--- src/rtl/celltest_pkg.sv ---
// Slot table, cell types and the ideal-logic helpers shared by the cell test sequencer.
package celltest_pkg;

    typedef enum logic [1:0] {CT_NOT, CT_NAND, CT_NOR} cell_t;

    typedef struct packed {
        cell_t           ctype;
        logic [2:0]      n_inputs;
        logic [3:0][6:0] in_pin;   // in_pin[i] is header pin of input A(i+1)
        logic [6:0]      out_pin;
    } slot_t;

    localparam int NUM_SLOTS   = 17;
    localparam int NUM_VECTORS = 88;

    // Every gate on the board uses consecutive pins: inputs first, output last.
    function automatic slot_t mk_slot(cell_t ct, int n, int first);
        slot_t s;
        s.ctype    = ct;
        s.n_inputs = 3'(n);
        s.in_pin   = '0;
        for (int i = 0; i < 4; i++)
            if (i < n) s.in_pin[i] = 7'(first + i);
        s.out_pin  = 7'(first + n);
        return s;
    endfunction

    localparam slot_t SLOT_TAB [NUM_SLOTS] = '{
        mk_slot(CT_NOT, 1, 1),   mk_slot(CT_NOT, 1, 3),
        mk_slot(CT_NOT, 1, 5),   mk_slot(CT_NOT, 1, 7),
        mk_slot(CT_NAND, 2, 9),  mk_slot(CT_NAND, 2, 12),
        mk_slot(CT_NAND, 2, 15), mk_slot(CT_NAND, 2, 18),
        mk_slot(CT_NOR, 2, 21),  mk_slot(CT_NOR, 2, 24),
        mk_slot(CT_NOR, 2, 27),  mk_slot(CT_NOR, 2, 30),
        mk_slot(CT_NAND, 3, 33), mk_slot(CT_NAND, 3, 37),
        mk_slot(CT_NOR, 3, 41),  mk_slot(CT_NOR, 3, 45),
        mk_slot(CT_NAND, 4, 49)
    };

    // Vector bits above n_inputs are always zero, so NOR needs no masking.
    function automatic logic expected_out(cell_t ct, logic [2:0] n, logic [3:0] vec);
        case (ct)
            CT_NOT:  return ~vec[0];
            CT_NAND: return vec != ((4'd1 << n) - 4'd1);
            default: return vec == 4'd0;
        endcase
    endfunction

    function automatic logic [64:1] input_mask();
        logic [64:1] m;
        m = '0;
        for (int s = 0; s < NUM_SLOTS; s++)
            for (int i = 0; i < 4; i++)
                if (i < int'(SLOT_TAB[s].n_inputs)) m[SLOT_TAB[s].in_pin[i]] = 1'b1;
        return m;
    endfunction

    function automatic logic [64:1] vec_drive(logic [3:0][6:0] pins, logic [2:0] n,
                                              logic [3:0] vec);
        logic [64:1] d;
        d = '0;
        for (int i = 0; i < 4; i++)
            if (i < int'(n)) d[pins[i]] = vec[i];
        return d;
    endfunction

endpackage

--- src/rtl/cell_test_sequencer_if.sv ---
// Header pins plus run control/status of the cell test sequencer.
interface cell_test_sequencer_if;
    logic        start;
    logic [64:1] pin_out;
    logic [64:1] pin_oe;
    logic [64:1] pin_in;
    logic        busy;
    logic        done;
    logic        pass;
    logic [6:0]  err_count;
    logic [4:0]  fail_slot;
    logic [3:0]  fail_vec;

    modport master (output start, pin_in,
                    input  pin_out, pin_oe, busy, done, pass, err_count, fail_slot, fail_vec);
    modport slave  (input  start, pin_in,
                    output pin_out, pin_oe, busy, done, pass, err_count, fail_slot, fail_vec);
endinterface

--- src/rtl/celltest_sync.sv ---
// Two-flop synchronizer for the asynchronous header read-back pins.
module celltest_sync (
    input  logic        clk,
    input  logic        rst,
    input  logic [64:1] d,
    output logic [64:1] q
);
    logic [64:1] meta;

    always_ff @(posedge clk or posedge rst) begin
        if (rst) begin
            meta <= '0;
            q    <= '0;
        end else begin
            meta <= d;
            q    <= meta;
        end
    end
endmodule

--- src/rtl/cell_test_sequencer.sv ---
// Exhaustive gate tester for the RV523 cell board.
// Optional macro CELLTEST_STOP_ON_FAIL_EN ends the run at the first mismatch.
module cell_test_sequencer #(
    parameter int SETTLE_CYCLES = 16
) (
    input  logic                  clk,
    input  logic                  rst,
    cell_test_sequencer_if.slave  bus
);
    import celltest_pkg::*;

    localparam int          CW      = (SETTLE_CYCLES > 2) ? $clog2(SETTLE_CYCLES) : 1;
    localparam logic [64:1] IN_MASK = input_mask();

    typedef enum logic [2:0] {S_IDLE, S_APPLY, S_SETTLE, S_CHECK, S_DONE} state_t;

    state_t      state;
    logic [4:0]  slot;
    logic [3:0]  vec;
    logic [CW-1:0] cnt;
    logic [64:1] pin_out;
    logic [64:1] pin_sync;
    logic        busy, done, pass;
    logic [6:0]  err_count;
    logic [4:0]  fail_slot;
    logic [3:0]  fail_vec;

    celltest_sync u_sync (.clk(clk), .rst(rst), .d(bus.pin_in), .q(pin_sync));

    slot_t      cur;
    logic       mismatch, last_vec, last_slot, finish;
    logic [6:0] err_next;

    assign cur       = SLOT_TAB[slot];
    assign mismatch  = pin_sync[cur.out_pin] != expected_out(cur.ctype, cur.n_inputs, vec);
    assign last_vec  = vec == ((4'd1 << cur.n_inputs) - 4'd1);
    assign last_slot = slot == 5'(NUM_SLOTS - 1);
    assign err_next  = err_count + {6'd0, mismatch};
`ifdef CELLTEST_STOP_ON_FAIL_EN
    assign finish    = mismatch || (last_vec && last_slot);
`else
    assign finish    = last_vec && last_slot;
`endif

    always_ff @(posedge clk or posedge rst) begin
        if (rst) begin
            state     <= S_IDLE;
            slot      <= '0;
            vec       <= '0;
            cnt       <= '0;
            pin_out   <= '0;
            busy      <= 1'b0;
            done      <= 1'b0;
            pass      <= 1'b0;
            err_count <= '0;
            fail_slot <= '0;
            fail_vec  <= '0;
        end else begin
            done <= 1'b0;
            case (state)
                S_IDLE: if (bus.start) begin
                    err_count <= '0;
                    fail_slot <= '0;
                    fail_vec  <= '0;
                    pass      <= 1'b0;
                    slot      <= '0;
                    vec       <= '0;
                    busy      <= 1'b1;
                    state     <= S_APPLY;
                end
                S_APPLY: begin
                    pin_out <= vec_drive(cur.in_pin, cur.n_inputs, vec);
                    cnt     <= CW'(SETTLE_CYCLES - 1);
                    state   <= S_SETTLE;
                end
                S_SETTLE: begin
                    if (cnt == '0) state <= S_CHECK;
                    else           cnt   <= cnt - 1'b1;
                end
                S_CHECK: begin
                    if (mismatch) begin
                        err_count <= err_next;
                        if (err_count == '0) begin
                            fail_slot <= slot;
                            fail_vec  <= vec;
                        end
                    end
                    if (finish) begin
                        done  <= 1'b1;
                        pass  <= (err_next == '0);
                        state <= S_DONE;
                    end else begin
                        if (last_vec) begin
                            slot <= slot + 5'd1;
                            vec  <= '0;
                        end else begin
                            vec  <= vec + 4'd1;
                        end
                        state <= S_APPLY;
                    end
                end
                S_DONE: begin
                    busy    <= 1'b0;
                    pin_out <= '0;
                    state   <= S_IDLE;
                end
                default: state <= S_IDLE;
            endcase
        end
    end

    // Enables follow the registered busy flag, so rst drops them at once.
    assign bus.pin_oe    = busy ? IN_MASK : '0;
    assign bus.pin_out   = pin_out;
    assign bus.busy      = busy;
    assign bus.done      = done;
    assign bus.pass      = pass;
    assign bus.err_count = err_count;
    assign bus.fail_slot = fail_slot;
    assign bus.fail_vec  = fail_vec;
endmodule

--- src/flat_wrapper.sv ---
// flat-port wrapper written by rule: the top's interface ports become plain ports
module cell_test_sequencer_flat import celltest_pkg::*;
#(
    parameter int SETTLE_CYCLES = 16
)
  (clk, rst, bus_start, bus_pin_in, bus_pin_out, bus_pin_oe, bus_busy, bus_done, bus_pass, bus_err_count, bus_fail_slot, bus_fail_vec);
  cell_test_sequencer_if bus_i ();
  input  logic clk;
  input  logic rst;
  input wire logic [$bits(bus_i.start)-1:0] bus_start;
  input wire logic [$bits(bus_i.pin_in)-1:0] bus_pin_in;
  output wire logic [$bits(bus_i.pin_out)-1:0] bus_pin_out;
  output wire logic [$bits(bus_i.pin_oe)-1:0] bus_pin_oe;
  output wire logic [$bits(bus_i.busy)-1:0] bus_busy;
  output wire logic [$bits(bus_i.done)-1:0] bus_done;
  output wire logic [$bits(bus_i.pass)-1:0] bus_pass;
  output wire logic [$bits(bus_i.err_count)-1:0] bus_err_count;
  output wire logic [$bits(bus_i.fail_slot)-1:0] bus_fail_slot;
  output wire logic [$bits(bus_i.fail_vec)-1:0] bus_fail_vec;
  assign bus_i.start = bus_start;
  assign bus_i.pin_in = bus_pin_in;
  assign bus_pin_out = bus_i.pin_out;
  assign bus_pin_oe = bus_i.pin_oe;
  assign bus_busy = bus_i.busy;
  assign bus_done = bus_i.done;
  assign bus_pass = bus_i.pass;
  assign bus_err_count = bus_i.err_count;
  assign bus_fail_slot = bus_i.fail_slot;
  assign bus_fail_vec = bus_i.fail_vec;
  cell_test_sequencer #(.SETTLE_CYCLES(SETTLE_CYCLES)) u_core (.clk(clk), .rst(rst), .bus(bus_i));
endmodule
--- config.mk ---
export PLATFORM = sky130hd
export DESIGN_NAME = cell_test_sequencer_flat
export DESIGN_NICKNAME = d
export VERILOG_FILES = /design/src/rtl/celltest_pkg.sv /design/src/rtl/cell_test_sequencer_if.sv /design/src/rtl/celltest_sync.sv /design/src/rtl/cell_test_sequencer.sv /design/src/flat_wrapper.sv
export SDC_FILE = /design/constraint.sdc
export NUM_CORES = 1
export LEC_CHECK = 0
export ABC_AREA = 1
export CORE_UTILIZATION = 45
export DETAILED_ROUTE_END_ITERATION = 8
export GPL_ROUTABILITY_DRIVEN = 0
export PLACE_DENSITY = 0.72
export SETUP_SLACK_MARGIN = 0.15
export SYNTH_ARGS = -nofsm -noshare
export SYNTH_HDL_FRONTEND = slang
export SYNTH_HIERARCHICAL = 1
export SYNTH_SLANG_ARGS = --single-unit
export TNS_END_PERCENT = 5
--- constraint.sdc ---
create_clock -name clk -period 5.35 [get_ports clk]
set_clock_uncertainty 0.1 [all_clocks]
set_input_delay 0.8025 -clock clk [delete_from_list [all_inputs] [get_ports clk]]
set_output_delay 0.8025 -clock clk [all_outputs]
set_load 0.03 [all_outputs]
==> impl_metrics.py, run 1 <==
metrics = {
    "worst_setup_path": {
        "worstReg2RegEnd": "u_core/bus.pass$_DFFE_PP0P_",
        "r2r_start": "u_core/slot[2]$_DFFE_PP0P_",
        "path_buf_inv": 2,
        "cp_slowest_cell": "dfrtp_1",
        "r2r_slack_ps": 1070,
        "slowest_delay_ps": 630,
        "crit_path_end_kind": "flop",
        "r2r_cells": 23,
        "crit_type": "flop to flop",
        "cp.required_ps": 5680,
        "path_cells": "inv_2 > nor2_2 > nand2_2 > nand3_2 > buf_4 > nand2_1 > o21ai_0 > nand2_1 > nand3_1 > nand3_1 > nand3_1 > nand3_2 > nand2_1 > nand2_2 > nand2_4 > ha_1 > nand2_1 > nor2_1 > nand3_1 > xnor2_1 > nor3_1 > nand3_1 > o21ai_0",
        "critical_path.most_common_cell": "nand3_1",
        "crit_path_start_kind": "flop",
        "cp_top_family": "simple AND/OR/NAND/NOR gates",
        "crit_fanout": 31,
        "cp.arrival_ps": 4620,
    },
    "finish": {
        "utilization_pct": 57.88,
        "antenna_cells": 0,
        "nFillCells": 1932,
        "fin_nets": 1360,
        "register_area_um2": 5605,
        "layout.cells.non_filler": 1573,
        "layout-drive-gt1-share_pct": 6.342,
        "synthToLayoutAreaGrowth_pct": 24.49,
        "multiInputGateArea_um2": 3304,
    },
    "power": {
        "combPwrFrac_pct": 26.2,
        "pwr-share-clk_pct": 35.7,
        "power.switching_mw": 1.673,
        "p_int_mw": 3.299,
        "vdd.ir_drop.worst_uv": 311.9,
        "seqPwrFrac_pct": 38.1,
        "swShare_pct": 33.65,
        "leakagePower_nw": 5.925,
        "powerDensity_nw_per_um2": 387.6,
        "power.total_mw": 4.972,
    },
    "sta": {
        "period_share_pct": 80.07,
        "relSlewSlack_pct": 34.48,
        "fmax_mhz": 233.5,
        "slew_violations": 0,
        "setup_viol_count_final": 0,
        "worst_slew_pin_slew_ps": 982.7,
        "worst_slack_ps": 1067,
        "hold_viol": 0,
        "rsz0062_at_grt": "false",
        "setup_tns_ps": 0,
        "period_needed_ps": 4283,
    },
    "floorplanning": {
        "die-area_um2": 23510,
        "start_util_pct": 46.49,
        "ios": 214,
        "die_h_um": 153.3,
        "core-area_um2": 22160,
        "core.rowCount": 54,
        "dieWidth_um": 153.3,
    },
    "hold_path": {
        "hold_start": "u_core/u_sync/meta[1]$_DFF_PP0_",
        "holdPathEnd": "u_core/u_sync/q[1]$_DFF_PP0_",
        "min_path_cells": 0,
        "min_path_type": "flop to flop",
    },
    "route": {
        "routed_wirelength_mm": 24.07,
        "wl_per_cell_um": 15.30,
        "drt_iter0_drc": 658,
        "vias_per_cell": 5.193,
        "vias": 8168,
        "ant_nets": 0,
        "drc": 0,
        "first_pass_iters": 8,
    },
    "grt": {
        "use_met1_pct": 27.01,
        "grt_use_met3_pct": 2.920,
        "grtUsageTotal_pct": 20.94,
        "top_usage_layer": "met2",
        "grt_max_degree": 85,
        "grt_pass1_vias": 7891,
        "grt_first_pass_wirelength_mm": 39.77,
        "grt-ovfl-total": 0,
        "antenna_found_initial": 0,
        "grt_util_met2_pct": 36.53,
    },
    "cts": {
        "clockRootBuffer": "clkbuf_16",
        "cts.hold.buffers_added": 0,
        "postCtsSetupBuffers": 0,
        "numCtsBuffers": 23,
        "htreeDepth": 1,
        "insertion_delay_ps": 520,
        "cts_tree": "done",
        "clock_path_buffers": 3,
        "clkTransAtPathRegs_ps": 60,
        "post_cts_resized": 0,
        "cts_sinks": 224,
    },
    "logic_synthesis": {
        "syn-mean-instance-area_um2": 9.086,
        "syn_inst": 1134,
        "synth_area_um2": 10300,
        "ys_warn_count": 6,
    },
    "placement": {
        "pre_cts_ws_ps": 1091,
        "io_buffers": 183,
        "place_inst": 1532,
        "dp_hpwl_mm": 16.72,
    },
    "run_status": {
        "status": "completed",
    },
    "job": {
        "max_cap_viol_count": 0,
    },
}
==> worst max-delay path by stage <==
stage / cells past startpoint / from / to
6_report: 23 / u_core/slot[2]$_DFFE_PP0P_ / u_core/bus.pass$_DFFE_PP0P_
5_1_grt: 23 / u_core/slot[2]$_DFFE_PP0P_ / u_core/bus.pass$_DFFE_PP0P_
4_1_cts: 23 / u_core/slot[2]$_DFFE_PP0P_ / u_core/bus.pass$_DFFE_PP0P_
3_5_place_dp: 23 / u_core/slot[2]$_DFFE_PP0P_ / u_core/bus.pass$_DFFE_PP0P_
3_3_place_gp: 23 / u_core/slot[2]$_DFFE_PP0P_ / u_core/bus.pass$_DFFE_PP0P_
2_1_floorplan: 1 / rst / u_core/u_sync/meta[10]$_DFF_PP0_
==> per-stage QoR <==
stage,instance area (um^2),hold WS (ps)
floorplan,10410,231.2
global placement,11980,232.0
detailed placement,11980,234.7
CTS,12830,245.1
global route,12830,251.6
finish,12830,242.7
==> sequential cells by signal, indices dropped and copies added (netlist names) <==
signal	cells
u_core/bus.pin_out	63
u_core/u_sync/meta	63
u_core/u_sync/q	63
u_core/bus.err_count	7
u_core/bus.fail_slot	5
u_core/slot	5
u_core/bus.fail_vec	4
u_core/cnt	4
u_core/vec	4
u_core/state	3
u_core/bus.busy	1
u_core/bus.done	1
u_core/bus.pass	1
==> routing by layer <==
layer / wire [um] / vias to the layer above
li1: - / 3888
met1: 9720 / 3866
met2: 12090 / 362
met3: 1590 / 52
met4: 664 / 0
met5: 0 / -
==> layout by cell type, fill, tap and decap left out, drive strengths merged, types with 16 or more instances in the layout <==
master and instances:
nand3 84, nand2 153, nor2 77, ha 16
o21ai 52, dfrtp 224, clkbuf 29, o22ai 49
conb 29, nand4 50, inv 216, nor3 18
a22oi 20, a21oi 37, clkdlybuf4s50 183
==> power by group through the flow <==
stage	clock, mW	sequential [mW]	combinational [mW]
floorplan	0	1.94	1.04
global placement	0	1.92	1.27
detailed placement	0	1.93	1.29
CTS	1.81	1.90	1.30
global route	1.88	1.91	1.45
finish	1.77	1.90	1.30
==> area by class of cell <==
cell class / instances / area share, %
Clock buffer: 29 / 4.819
Sequential cell: 224 / 43.70
Timing Repair Buffer: 192 / 14.81
Tap cell: 280 / 2.731
Clock inverter: 12 / 1.805
Inverter: 217 / 6.379
Multi-Input combinational cell: 619 / 25.76
No activity file was read; power rests on OpenSTA's default activity.
==> inputs of run 2 (changes only) <==
- clock period: 5.35 -> 4.3 ns (I/O delays scaled with it)
==> impl_metrics.py, run 2 (synthesized netlist as in run 1, its figures left out) <==
metrics = {
    "run_status": {
        "status": "completed",
    },
    "worst_setup_path": {
        "r2r_start": "u_core/slot[3]$_DFFE_PP0P_",
        "crit_fanout": 18,
        "slowest_delay_ps": 370,
        "cp_slowest_cell": "dfrtp_1",
        "cp.arrival_ps": 4090,
        "crit_type": "flop to flop",
        "crit_path_start_kind": "flop",
        "r2r_cells": 19,
        "cp.required_ps": 4640,
        "path_cells": "inv_1 > ha_1 > or2_2 > nand2_1 > xor2_1 > nor2_1 > nand2_1 > nand2_1 > a31oi_1 > nand3_2 > nand2_4 > ha_1 > nand2_1 > nor2_1 > nand3_1 > xnor2_1 > nor3_1 > nand3_1 > o21ai_0",
        "critical_path.most_common_cell": "nand2_1",
        "crit_path_end_kind": "flop",
        "worstReg2RegEnd": "u_core/bus.pass$_DFFE_PP0P_",
        "r2r_slack_ps": 550,
    },
    "grt": {
        "antenna_found_initial": 0,
        "grtUsageTotal_pct": 20.41,
        "grt_first_pass_wirelength_mm": 39.00,
        "grt-ovfl-total": 0,
        "grt_max_degree": 70,
        "grt_pass1_vias": 7758,
    },
    "sta": {
        "worst_slack_ps": 554.6,
        "period_share_pct": 87.10,
        "rsz0062_at_grt": "false",
        "setup_tns_ps": 0,
        "slew_violations": 0,
        "setup_viol_count_final": 0,
        "fmax_mhz": 267.0,
        "timing.hold.ws_ps": 246.2,
        "hold_viol": 0,
        "worst_slew_pin_slew_ps": 936.8,
        "relSlewSlack_pct": 37.55,
        "period_needed_ps": 3745,
    },
    "route": {
        "wl_per_cell_um": 14.95,
        "vias_per_cell": 5.155,
        "ant_nets": 0,
        "wl_met2_mm": 11.47,
        "routed_wirelength_mm": 23.65,
        "wl_met1_mm": 9.798,
        "first_pass_iters": 6,
        "drt_iter0_drc": 641,
        "highest_layer": "met4",
        "wl_met3_mm": 1.521,
        "vias": 8156,
        "drc": 0,
    },
    "hold_path": {
        "min_path_type": "flop to flop",
        "holdPathEnd": "u_core/u_sync/q[41]$_DFF_PP0_",
        "min_path_cells": 0,
        "hold_start": "u_core/u_sync/meta[41]$_DFF_PP0_",
    },
    "power": {
        "power.total_mw": 6.089,
        "vdd.ir_drop.worst_uv": 293.5,
        "leakagePower_nw": 5.954,
        "powerDensity_nw_per_um2": 473.0,
    },
    "placement": {
        "io_buffers": 183,
        "placed_cell_area_um2": 12060,
        "place_inst": 1540,
        "pre_cts_ws_ps": 586.1,
        "dp_hpwl_mm": 16.75,
    },
    "floorplanning": {
        "start_util_pct": 46.49,
        "core-area_um2": 22160,
        "ios": 214,
        "core.rowCount": 54,
        "die_h_um": 153.3,
        "die-area_um2": 23510,
        "dieWidth_um": 153.3,
    },
    "finish": {
        "nFillCells": 1964,
        "largest_registers": "u_core/bus.pin_out x63, u_core/u_sync/meta x63, u_core/u_sync/q x63",
        "antenna_cells": 0,
        "fin_nets": 1368,
        "final_cell_mix": "dfrtp_1 (224), inv_1 (210), clkdlybuf4s50_1 (183)",
        "final_area_um2": 12870,
        "synthToLayoutAreaGrowth_pct": 24.94,
        "utilization_pct": 58.09,
        "final_common_cell": "dfrtp_1",
        "layout-drive-gt1-share_pct": 7.066,
        "layout.cells.non_filler": 1582,
    },
    "cts": {
        "cts.hold.buffers_added": 0,
        "clockRootBuffer": "clkbuf_16",
        "postCtsSetupBuffers": 0,
        "post_cts_resized": 0,
        "htreeDepth": 1,
        "insertion_delay_ps": 520,
        "cts_sinks": 224,
        "clock_path_buffers": 3,
        "clkTransAtPathRegs_ps": 60,
        "cts_tree": "done",
        "numCtsBuffers": 23,
    },
    "job": {
        "max_cap_viol_count": 0,
    },
}
## run 2: cell types whose count changed in the layout (fill, tap and decap cells not counted), moves of 2 or more
cell	previous run	this run
buf_4	9	15
buf_12	0	2
bufinv_16	6	4
clkinv_2	4	6
clkinvlp_4	1	3
## run 2: cell type report
| class | count | area, um^2 | area share (%) |
|---|---|---|---|
| Clock inverter | 14 | 196.4 | 1.526 |
| Clock buffer | 28 | 614.3 | 4.772 |
| Sequential cell | 224 | 5605 | 43.54 |
| Timing Repair Buffer | 200 | 1984 | 15.41 |
| Tap cell | 280 | 350.3 | 2.721 |
| Inverter | 217 | 818.3 | 6.356 |
| Multi-Input combinational cell | 619 | 3304 | 25.67 |
## run 2: power by group
| group | switching, mW | internal, mW |
|---|---|---|
| logic | 1.16 | 0.489 |
| registers | 0.101 | 2.24 |
| clock network | 0.827 | 1.27 |
## run 2: how the worst max path moves through the flow
stage	from	cells past startpoint	slack, ps	end
6_report	u_core/slot[3]$_DFFE_PP0P_	19	550	u_core/bus.pass$_DFFE_PP0P_
4_1_cts	u_core/slot[3]$_DFFE_PP0P_	19	540	u_core/bus.pass$_DFFE_PP0P_
5_1_grt	u_core/slot[1]$_DFFE_PP0P_	21	180	u_core/bus.pass$_DFFE_PP0P_
2_1_floorplan	rst	1	200	u_core/u_sync/meta[10]$_DFF_PP0_
3_3_place_gp	u_core/slot[3]$_DFFE_PP0P_	19	680	u_core/bus.pass$_DFFE_PP0P_
3_5_place_dp	u_core/slot[3]$_DFFE_PP0P_	19	590	u_core/bus.pass$_DFFE_PP0P_
## run 2: worst max-delay path: cells and delay by family, from the launching register on
kind            cells  cell delay (ps)
buf+inv             1              240
xor+xnor            2              330
flops               1              370
compound gates      2              410
fa+ha+maj           2              530
simple gates       12             1660
## run 2: layer usage
layer  track usage [%]  vias to the layer above
met2             34.40                      370
met1             26.75                     3799
met5                 0                        -
li1                  -                     3915
met4             7.600                        0
met3             2.892                       72
